## src/rtl/stim_resp_harness_pkg.sv

```systemverilog
// Shared types and constants for the stimulus/response harness.
package stim_resp_pkg;

  localparam int unsigned IN_W_DEF  = 7;
  localparam int unsigned OUT_W_DEF = 24;
  localparam int unsigned NVEC_W    = 8;
  localparam int unsigned CNT_W     = NVEC_W + 1;

  // LFSR polynomial x^7 + x^6 + 1
  localparam int unsigned LFSR_TAP_HI = 6;
  localparam int unsigned LFSR_TAP_LO = 5;

  // MISR polynomial x^24 + x^23 + x^22 + x^17 + 1
  localparam int unsigned MISR_TAP_0 = 23;
  localparam int unsigned MISR_TAP_1 = 22;
  localparam int unsigned MISR_TAP_2 = 21;
  localparam int unsigned MISR_TAP_3 = 16;

  typedef enum logic [1:0] {
    ST_IDLE,
    ST_RUN,
    ST_DRAIN,
    ST_DONE
  } state_e;

endpackage

```

## src/rtl/stim_resp_harness_if.sv

```systemverilog
// Control, stimulus and response signals between the harness and its
// controller/datapath. master = harness side, slave = environment side.
interface stim_resp_harness_if
  import stim_resp_pkg::*;
#(
  parameter int unsigned IN_W  = IN_W_DEF,
  parameter int unsigned OUT_W = OUT_W_DEF
);
  logic              start;
  logic              abort;
  logic [IN_W-1:0]   seed;
  logic [NVEC_W-1:0] num_vec;
  logic [IN_W-1:0]   stim_data;
  logic [OUT_W-1:0]  resp_data;
  logic              busy;
  logic              done;
  logic [OUT_W-1:0]  signature;

  modport master (
    input  start, abort, seed, num_vec, resp_data,
    output stim_data, busy, done, signature
  );

  modport slave (
    output start, abort, seed, num_vec, resp_data,
    input  stim_data, busy, done, signature
  );
endinterface

```

## src/rtl/stim_resp_harness_sig_misr.sv

```systemverilog
// Multiple-input signature register compacting datapath responses.
module sig_misr
  import stim_resp_pkg::*;
#(
  parameter int unsigned OUT_W = OUT_W_DEF
) (
  input  logic             clk,
  input  logic             rst_n,
  input  logic             clr,
  input  logic             en,
  input  logic [OUT_W-1:0] d,
  output logic [OUT_W-1:0] q
);

  logic [OUT_W-1:0] misr_q;
  logic [OUT_W-1:0] misr_d;
  logic             fb;

  // Next signature: clear wins over fold, otherwise hold.
  always_comb begin
    fb     = misr_q[MISR_TAP_0] ^ misr_q[MISR_TAP_1] ^
             misr_q[MISR_TAP_2] ^ misr_q[MISR_TAP_3];
    misr_d = misr_q;
    if (clr) begin
      misr_d = '0;
    end else if (en) begin
      misr_d = {misr_q[OUT_W-2:0], fb} ^ d;
    end
  end

  // Signature register.
  always_ff @(posedge clk or negedge rst_n) begin
    if (!rst_n) begin
      misr_q <= '0;
    end else begin
      misr_q <= misr_d;
    end
  end

  assign q = misr_q;

endmodule

```

## src/rtl/stim_resp_harness.sv

```systemverilog
// LFSR stimulus generator + MISR response compactor for a datapath with
// LAT cycles of latency (0..3). One run issues num_vec vectors and pulses
// done once the last response has been folded into the signature.
module stim_resp_harness
  import stim_resp_pkg::*;
#(
  parameter int unsigned IN_W  = IN_W_DEF,
  parameter int unsigned OUT_W = OUT_W_DEF,
  parameter int unsigned LAT   = 0
) (
  input logic                 clk,
  input logic                 rst_n,
  stim_resp_harness_if.master bus
);

  localparam int unsigned VP_W = (LAT > 0) ? LAT : 1;

  state_e           state_q;
  logic [IN_W-1:0]  lfsr_q;
  logic [CNT_W-1:0] rem_q;
  logic [1:0]       drain_q;
  logic             busy_q;
  logic             done_q;
  logic [VP_W-1:0]  vp_q;
  logic [VP_W-1:0]  vp_d;
  logic [IN_W-1:0]  seed_eff;
  logic             abort_run;
  logic             accept;
  logic             fold;
  logic [OUT_W-1:0] misr_q;

  function automatic logic [IN_W-1:0] lfsr_step(input logic [IN_W-1:0] v);
    return {v[IN_W-2:0], v[LFSR_TAP_HI] ^ v[LFSR_TAP_LO]};
  endfunction

  // Decode of run control: seed fix-up, abort qualification, start acceptance.
  always_comb begin
    seed_eff  = (bus.seed == '0) ? IN_W'(1) : bus.seed;
    abort_run = bus.abort && (state_q != ST_IDLE);
    accept    = (state_q == ST_IDLE) && bus.start && !bus.abort;
  end

  // Valid tags shadow issued vectors through the datapath latency.
  always_comb begin
    vp_d = '0;
    if (!abort_run) begin
      vp_d[0] = (state_q == ST_RUN);
      for (int unsigned i = 1; i < VP_W; i++) begin
        vp_d[i] = vp_q[i-1];
      end
    end
  end

  // Fold a response when its tag emerges; an aborting cycle leaves the MISR alone.
  always_comb begin
    fold = (LAT == 0) ? (state_q == ST_RUN) : vp_q[VP_W-1];
    if (abort_run) begin
      fold = 1'b0;
    end
  end

  // Valid tag pipe register.
  always_ff @(posedge clk or negedge rst_n) begin
    if (!rst_n) begin
      vp_q <= '0;
    end else begin
      vp_q <= vp_d;
    end
  end

  // Run FSM with LFSR, vector counter, drain timer and registered outputs.
  // The LFSR register doubles as stim_data and is not stepped on the last
  // vector, so the final vector holds through DRAIN and afterwards.
  always_ff @(posedge clk or negedge rst_n) begin
    if (!rst_n) begin
      state_q <= ST_IDLE;
      lfsr_q  <= '0;
      rem_q   <= '0;
      drain_q <= '0;
      busy_q  <= 1'b0;
      done_q  <= 1'b0;
    end else begin
      done_q <= 1'b0;
      if (abort_run) begin
        state_q <= ST_IDLE;
        busy_q  <= 1'b0;
        drain_q <= '0;
      end else begin
        case (state_q)
          ST_IDLE: begin
            if (accept) begin
              state_q <= ST_RUN;
              busy_q  <= 1'b1;
              lfsr_q  <= seed_eff;
              rem_q   <= (bus.num_vec == '0) ? CNT_W'(256) : {1'b0, bus.num_vec};
            end
          end
          ST_RUN: begin
            if (rem_q == CNT_W'(1)) begin
              rem_q <= '0;
              if (LAT == 0) begin
                state_q <= ST_DONE;
                busy_q  <= 1'b0;
                done_q  <= 1'b1;
              end else begin
                state_q <= ST_DRAIN;
                drain_q <= 2'(LAT);
              end
            end else begin
              rem_q  <= rem_q - CNT_W'(1);
              lfsr_q <= lfsr_step(lfsr_q);
            end
          end
          ST_DRAIN: begin
            if (drain_q == 2'd1) begin
              state_q <= ST_DONE;
              busy_q  <= 1'b0;
              done_q  <= 1'b1;
              drain_q <= '0;
            end else begin
              drain_q <= drain_q - 2'd1;
            end
          end
          ST_DONE: begin
            state_q <= ST_IDLE;
          end
          default: begin
            state_q <= ST_IDLE;
            busy_q  <= 1'b0;
          end
        endcase
      end
    end
  end

  sig_misr #(
    .OUT_W(OUT_W)
  ) u_misr (
    .clk  (clk),
    .rst_n(rst_n),
    .clr  (accept),
    .en   (fold),
    .d    (bus.resp_data),
    .q    (misr_q)
  );

  assign bus.stim_data = lfsr_q;
  assign bus.busy      = busy_q;
  assign bus.done      = done_q;
  assign bus.signature = misr_q;

endmodule

```

## src/flat_wrapper.sv

```systemverilog
// flat-port wrapper written by rule: the top's interface ports become plain ports
module stim_resp_harness_flat import stim_resp_pkg::*;
#(
  parameter int unsigned IN_W  = IN_W_DEF,
  parameter int unsigned OUT_W = OUT_W_DEF,
  parameter int unsigned LAT   = 0
)
  (clk, rst_n, bus_start, bus_abort, bus_seed, bus_num_vec, bus_resp_data, bus_stim_data, bus_busy, bus_done, bus_signature);
  stim_resp_harness_if #(.IN_W(IN_W), .OUT_W(OUT_W)) bus_i ();
  input logic clk;
  input logic rst_n;
  input wire logic [$bits(bus_i.start)-1:0] bus_start;
  input wire logic [$bits(bus_i.abort)-1:0] bus_abort;
  input wire logic [$bits(bus_i.seed)-1:0] bus_seed;
  input wire logic [$bits(bus_i.num_vec)-1:0] bus_num_vec;
  input wire logic [$bits(bus_i.resp_data)-1:0] bus_resp_data;
  output wire logic [$bits(bus_i.stim_data)-1:0] bus_stim_data;
  output wire logic [$bits(bus_i.busy)-1:0] bus_busy;
  output wire logic [$bits(bus_i.done)-1:0] bus_done;
  output wire logic [$bits(bus_i.signature)-1:0] bus_signature;
  assign bus_i.start = bus_start;
  assign bus_i.abort = bus_abort;
  assign bus_i.seed = bus_seed;
  assign bus_i.num_vec = bus_num_vec;
  assign bus_i.resp_data = bus_resp_data;
  assign bus_stim_data = bus_i.stim_data;
  assign bus_busy = bus_i.busy;
  assign bus_done = bus_i.done;
  assign bus_signature = bus_i.signature;
  stim_resp_harness #(.IN_W(IN_W), .OUT_W(OUT_W), .LAT(LAT)) u_core (.clk(clk), .rst_n(rst_n), .bus(bus_i));
endmodule
```

## config.mk

```make
export PLATFORM = sky130hd
export DESIGN_NAME = stim_resp_harness_flat
export DESIGN_NICKNAME = d
export VERILOG_FILES = /design/src/rtl/stim_resp_harness_pkg.sv /design/src/rtl/stim_resp_harness_if.sv /design/src/rtl/stim_resp_harness_sig_misr.sv /design/src/rtl/stim_resp_harness.sv /design/src/flat_wrapper.sv
export SDC_FILE = /design/constraint.sdc
export NUM_CORES = 1
export LEC_CHECK = 0
export CAP_MARGIN = 30
export CORE_ASPECT_RATIO = 0.9
export CORE_MARGIN = 2
export CORE_UTILIZATION = 51
export DETAILED_ROUTE_END_ITERATION = 10
export PLACE_DENSITY = 0.86
export SYNTH_ARGS = -nofsm -noshare
export SYNTH_HDL_FRONTEND = slang
export SYNTH_SLANG_ARGS = --single-unit
```

## constraint.sdc

```tcl
create_clock -name clk -period 4.25 [get_ports clk]
set_input_delay 0.6375 -clock clk [delete_from_list [all_inputs] [get_ports clk]]
set_output_delay 0.6375 -clock clk [all_outputs]
set_load 0.05 [all_outputs]
```

Word level (Yosys, flattened, before mapping) --
Cells that the tools add are included.
Storage, ports and cells: bits of input ports 43, register bits after elaboration 46, output and inout bits 33
Cells by class: reductions and logical operators 16, mux-type cells 28, equality and inequality tests 10, bitwise operators 6, add/sub/neg operators 2
Operators with widths (count):
- $mux 24 | 2
- $mux 9 | 3
- $xor 24x24->24 | 1
- $mux 7 | 3
- $pmux 9 s2 | 1
- $mux 2 | 7
- $pmux 7 s2 | 1
- $eq 9x1->1 const B | 1
- $sub 9x1->9 const B | 1
- $logic_not 8->1 | 1
- $mux 1 | 8
- $pmux 2 s4 | 1
- $reduce_and 4->1 | 2
- $reduce_bool 2->1 | 4
- $logic_not 7->1 | 1
- $ne 3x1->1 const B | 2
- $reduce_and 3->1 | 2
- $eq 2x1->1 const B | 2
- $eq 2x2->1 const B | 2
- $reduce_bool 4->1 | 1
- $xor 1x1->1 | 4
- $logic_and 1x1->1 | 3
- $ne 3x2->1 const B | 1
- $pmux 1 s3 | 1
- 7 further kinds | 7

Longest topological paths before layout --
depth in word-level cells 6, mapped depth 8

Cells and area by module --
Synthesis repeated with hierarchy kept, for this count alone.
Unflattened totals: cells, all modules 265, area total of the unflattened synthesis 2642.5 sq um
Modules (own cells, without submodules):
- stim_resp_harness | seq. area each 550.5 sq um, area an instance 1471.4 sq um, instances 1, cells each 157
- sig_misr | seq. area each 600.6 sq um, area an instance 1171.1 sq um, instances 1, cells each 108

Worst setup path after synthesis --
OpenSTA, ideal clock, no wires.
path type input port to flip-flop, from in bus_abort, to reg u_core.state_q[0], buffers on the path 1, required time 4.125 ns, library setup time 0.125 ns, stages on the path 5, arrival 1.604 ns, path slack 2.522 ns, path through buf_2 -> nand2b_1 -> a22oi_1 -> o21a_1 -> mux2_2
Between the ends: longest elaborated chain between the ends 4, elaborated cells on any way between the ends 8
RTL lines:
- from (decl) | line flat_wrapper.sv:13 | input wire logic [$bits(bus_i.abort)-1:0] bus_abort;
- $logic_not 1->1 | line stim_resp_harness.sv:40 | accept = (state_q == ST_IDLE) && bus.start && !bus.abort;
- $logic_and 1x1->1 | line stim_resp_harness.sv:40
- $ne 3x1->1 (no source line)
- $reduce_and 3->1 (no source line)
- to (signal assigned) | line stim_resp_harness.sv:76 | state_q <= ST_IDLE;
- to (signal assigned) | line stim_resp_harness.sv:85 | state_q <= ST_IDLE;
- to (signal assigned) | line stim_resp_harness.sv:92 | state_q <= ST_RUN;
- to (decl) | line stim_resp_harness.sv:18 | state_e state_q;
Several ways; a longest one is shown, not always the timed one. A chain may end at the register's enable or synchronous reset.

Final worst setup path --
from reg u_core.state_q[1], to reg u_core.lfsr_q[0] (netlist: u_core.bus.stim_data[0])
Between the ends: longest elaborated chain between the ends 5, elaborated cells on any way between the ends 12
RTL lines:
- $logic_not 2->1 | line stim_resp_harness.sv:40, stim_resp_harness.sv:89
- $logic_and 1x1->1 (2 in series) | line stim_resp_harness.sv:40
- $ne 2x1->1 (no source line)
- $reduce_and 4->1 (no source line)
- to (signal assigned) | line stim_resp_harness.sv:111 | lfsr_q <= lfsr_step(lfsr_q);
- to (decl) | line stim_resp_harness.sv:19 | logic [IN_W-1:0] lfsr_q;
Several ways; a longest one is shown, not always the timed one.

==> impl_metrics.py <==
metrics = {
    "detailed_routing": {
        "drc": 0,
        "ant_nets": 0,
        "vias": 2136,
        "via_per_inst": 5.68,
        "wl_per_cell_um": 16.5,
        "firstDrtPassIters": 4,
        "routed_wl_um": 6200,
        "drt_iter0_drc": 229,
    },
    "synth": {
        "yosys_warnings": 0,
        "yosysSeqAreaShare_pct": 46.1,
        "synthesis.area_um2": 2500,
        "synth_nets": 286,
        "yosys_register_bits": 46,
        "syn_inst": 236,
        "synth_cell_types": 37,
        "synth.avg_cell_area_um2": 10.6,
    },
    "setup_path": {
        "cp.arrival_ns": 2.73,
        "r2r_setup_slack_ns": 1.71,
        "cp_data_required_time_ns": 4.44,
        "crit_start": "u_core.state_q[1]",
        "end_kind": "flip-flop",
        "r2r_cells": 5,
        "cp-endpoint": "u_core.bus.stim_data[0]",
        "r2r-end": "u_core.bus.stim_data[0]",
        "r2r_start": "u_core.state_q[1]",
        "startpoint_type": "flip-flop",
        "crit_fanout": 17,
        "crit_type": "reg -> reg",
    },
    "run": {
        "drv_cap": 0,
    },
    "final_layout": {
        "layout_commonest_cell": "clkdlybuf4s50_1",
        "drive_above_1_share_pct": 4.82,
        "area_delta_synth_final_pct": 36.9,
        "fin_nets": 360,
        "diodes": 0,
        "final_cell_mix": "clkdlybuf4s50_1, dfrtp_1, o2bb2ai_1, xnor2_1, a21oi_1",
    },
    "floorplan": {
        "rows": 24,
        "dieArea_um2": 5470,
        "io_pins": 76,
        "dieHeight_um": 70.4,
        "die_w_um": 77.8,
        "initial_core_util_pct": 52.3,
        "core_area_um2": 4770,
    },
    "cts": {
        "cts.path.max_buffers": 2,
        "cts_buffers": 5,
        "cts-root-buf": "clkbuf_8",
        "cts_tree": "done",
        "cts_sinks": 46,
        "clk_latency_ns": 0.30,
        "clkSlewWorstSetupHoldPaths_ns": 0.08,
        "cts_resized": 0,
        "htreeDepth": 2,
        "cts_hold_buf": 0,
        "post_cts_buffers": 0,
    },
    "grt": {
        "antenna_found_initial": 0,
        "use_met2_pct": 36.8,
        "overflow": 0,
        "track_usage_pct": 23.6,
        "grt_use_met1_pct": 32.4,
        "grt_use_met3_pct": 4.26,
        "grt_max_degree": 41,
        "grt_pass1_wl_um": 10000,
        "grt_pass1_vias": 2090,
        "grt-busiest-layer": "met2",
    },
    "place": {
        "port_buffers": 75,
        "dpl.hpwl_um": 4560,
        "gp_congestion": 0.884,
    },
    "sta": {
        "fin_crit_ns": 2.54,
        "worst_slew_pin_slew_ns": 0.872,
        "fin_crit_sh_pct": 59.7,
        "rsz0062_at_grt": "false",
        "maxSlewHeadroom_pct": 41.9,
        "fin_tns_setup_ns": 0,
        "skew_ns": 0.00457,
        "clock.fmax_mhz": 394,
        "timing.hold.ws_ns": 0.170,
        "finalSetupViolCount": 0,
        "final-max-slew-violation-count": 0,
        "finalHoldViolations": 0,
    },
    "power": {
        "power_density_nw_per_um2": 862,
        "leakage_nw": 1.35,
        "max-vdd-ir-drop_mv": 0.537,
    },
    "status": {
        "outcome": "finished clean",
    },
    "worst_hold_path": {
        "holdCritPathClass": "in -> async",
    },
}
==> metal layers <==
metal | vias to the layer above | routed length (um) | part of all wire [%]
met5 | - | 0 | 0
met4 | 0 | 102 | 1.6
met3 | 11 | 290 | 4.7
met2 | 70 | 3080 | 50
met1 | 1034 | 2730 | 44
li1 | 1021 | - | -
==> critical path, cell delays in order (launching register included) <==
cell and delay [ns]:
dfrtp_1 0.42, inv_1 0.11, ha_1 0.66, nand4_1 0.65, nand2_1 0.23, mux2_2 0.35
==> kinds of logic (layout without fill, tap and decap cells) <==
family          count (synthesis)  after routing  share of synthesized area [%]
compound gates                 77             77                           22.9
xor+xnor                       28             28                           9.82
fa+ha+maj                       7              7                           3.51
buf+inv                        19             94                           3.06
flops                          46             46                           46.1
mux                            11             11                           4.51
simple gates                   48             48                           10.1
==> synth_stat cells <==
cell type	instances	area share (%)
xor2_1	2	0.70
o21ai_1	1	0.20
o21ai_0	8	1.6
and4_1	1	0.35
o211ai_1	3	0.90
mux2i_1	9	3.6
buf_2	4	0.80
nand3_1	1	0.20
nor3_1	4	0.80
nand2b_1	6	1.5
mux2_2	2	0.90
nor2_1	13	2.0
clkbuf_1	4	0.60
or3_1	1	0.25
o31ai_4	1	0.85
o2bb2ai_1	29	10
a22oi_1	2	0.60
and3_1	1	0.25
or4b_1	1	0.40
a21o_1	1	0.30
o31ai_1	1	0.30
or3_4	2	0.90
o21a_1	2	0.60
a31oi_1	7	1.8
nand2_1	10	1.5
nand4_1	1	0.25
inv_1	8	1.2
ha_1	7	3.5
buf_1	3	0.45
o2111ai_1	1	0.35
xnor2_1	26	9.1
a21oi_1	14	2.8
a211o_1	1	0.35
dfrtp_1	46	46
nor2b_1	3	0.75
a22o_1	6	2.1
nor4_1	4	1.0
==> registers in the layout, indices dropped and copies added (netlist names) <==
name and flops:
u_core.rem_q 9, u_core.u_misr.q 24, u_core.state_q 2, u_core.bus.done 1
u_core.bus.stim_data 7, u_core.drain_q 2, u_core.bus.busy 1
==> per-stage QoR <==
stage          utilization [%]  std cells  total power (W)  setup slack [ns]  instance area [um^2]
2_1_floorplan                -        236          0.00208              2.52                  2500
3_3_place_gp              69.0        367          0.00256              1.80                  3290
3_5_place_dp              69.4        368          0.00262              1.73                  3310
4_1_cts                   71.6        376          0.00295              1.70                  3420
5_1_grt                   71.6        376          0.00312              1.46                  3420
6_report                  71.6        376          0.00295              1.71                  3420
==> layout make-up <==
cell class	instances	area, um^2
multi-input cells	171	1270
repair buffers	78	781
clock inverters	1	30.0
well taps	65	81.3
inverters	8	30.0
fillers	345	1360
clock buffers	7	76.3
flip-flops and latches	46	1150
==> worst min-delay path by stage <==
stage	cells past startpoint	start	end	slack, ns
global route	1	rst_n	u_core.rem_q[0]	0.17
global placement	1	u_core.drain_q[1]	u_core.drain_q[1]	0.49
CTS	1	rst_n	u_core.rem_q[0]	0.17
finish	1	rst_n	u_core.rem_q[0]	0.17
floorplan	0	rst_n	u_core.bus.busy	0.34
detailed placement	1	rst_n	u_core.rem_q[0]	0.50
==> report_power, final <==
part | leakage [nW] | switching (W) | internal [W]
logic | 0.733 | 0.00107 | 0.000698
registers | 0.567 | 0.000220 | 0.000640
clock network | 0.0524 | 0.000146 | 0.000176
(Power assumes the default switching activity.)
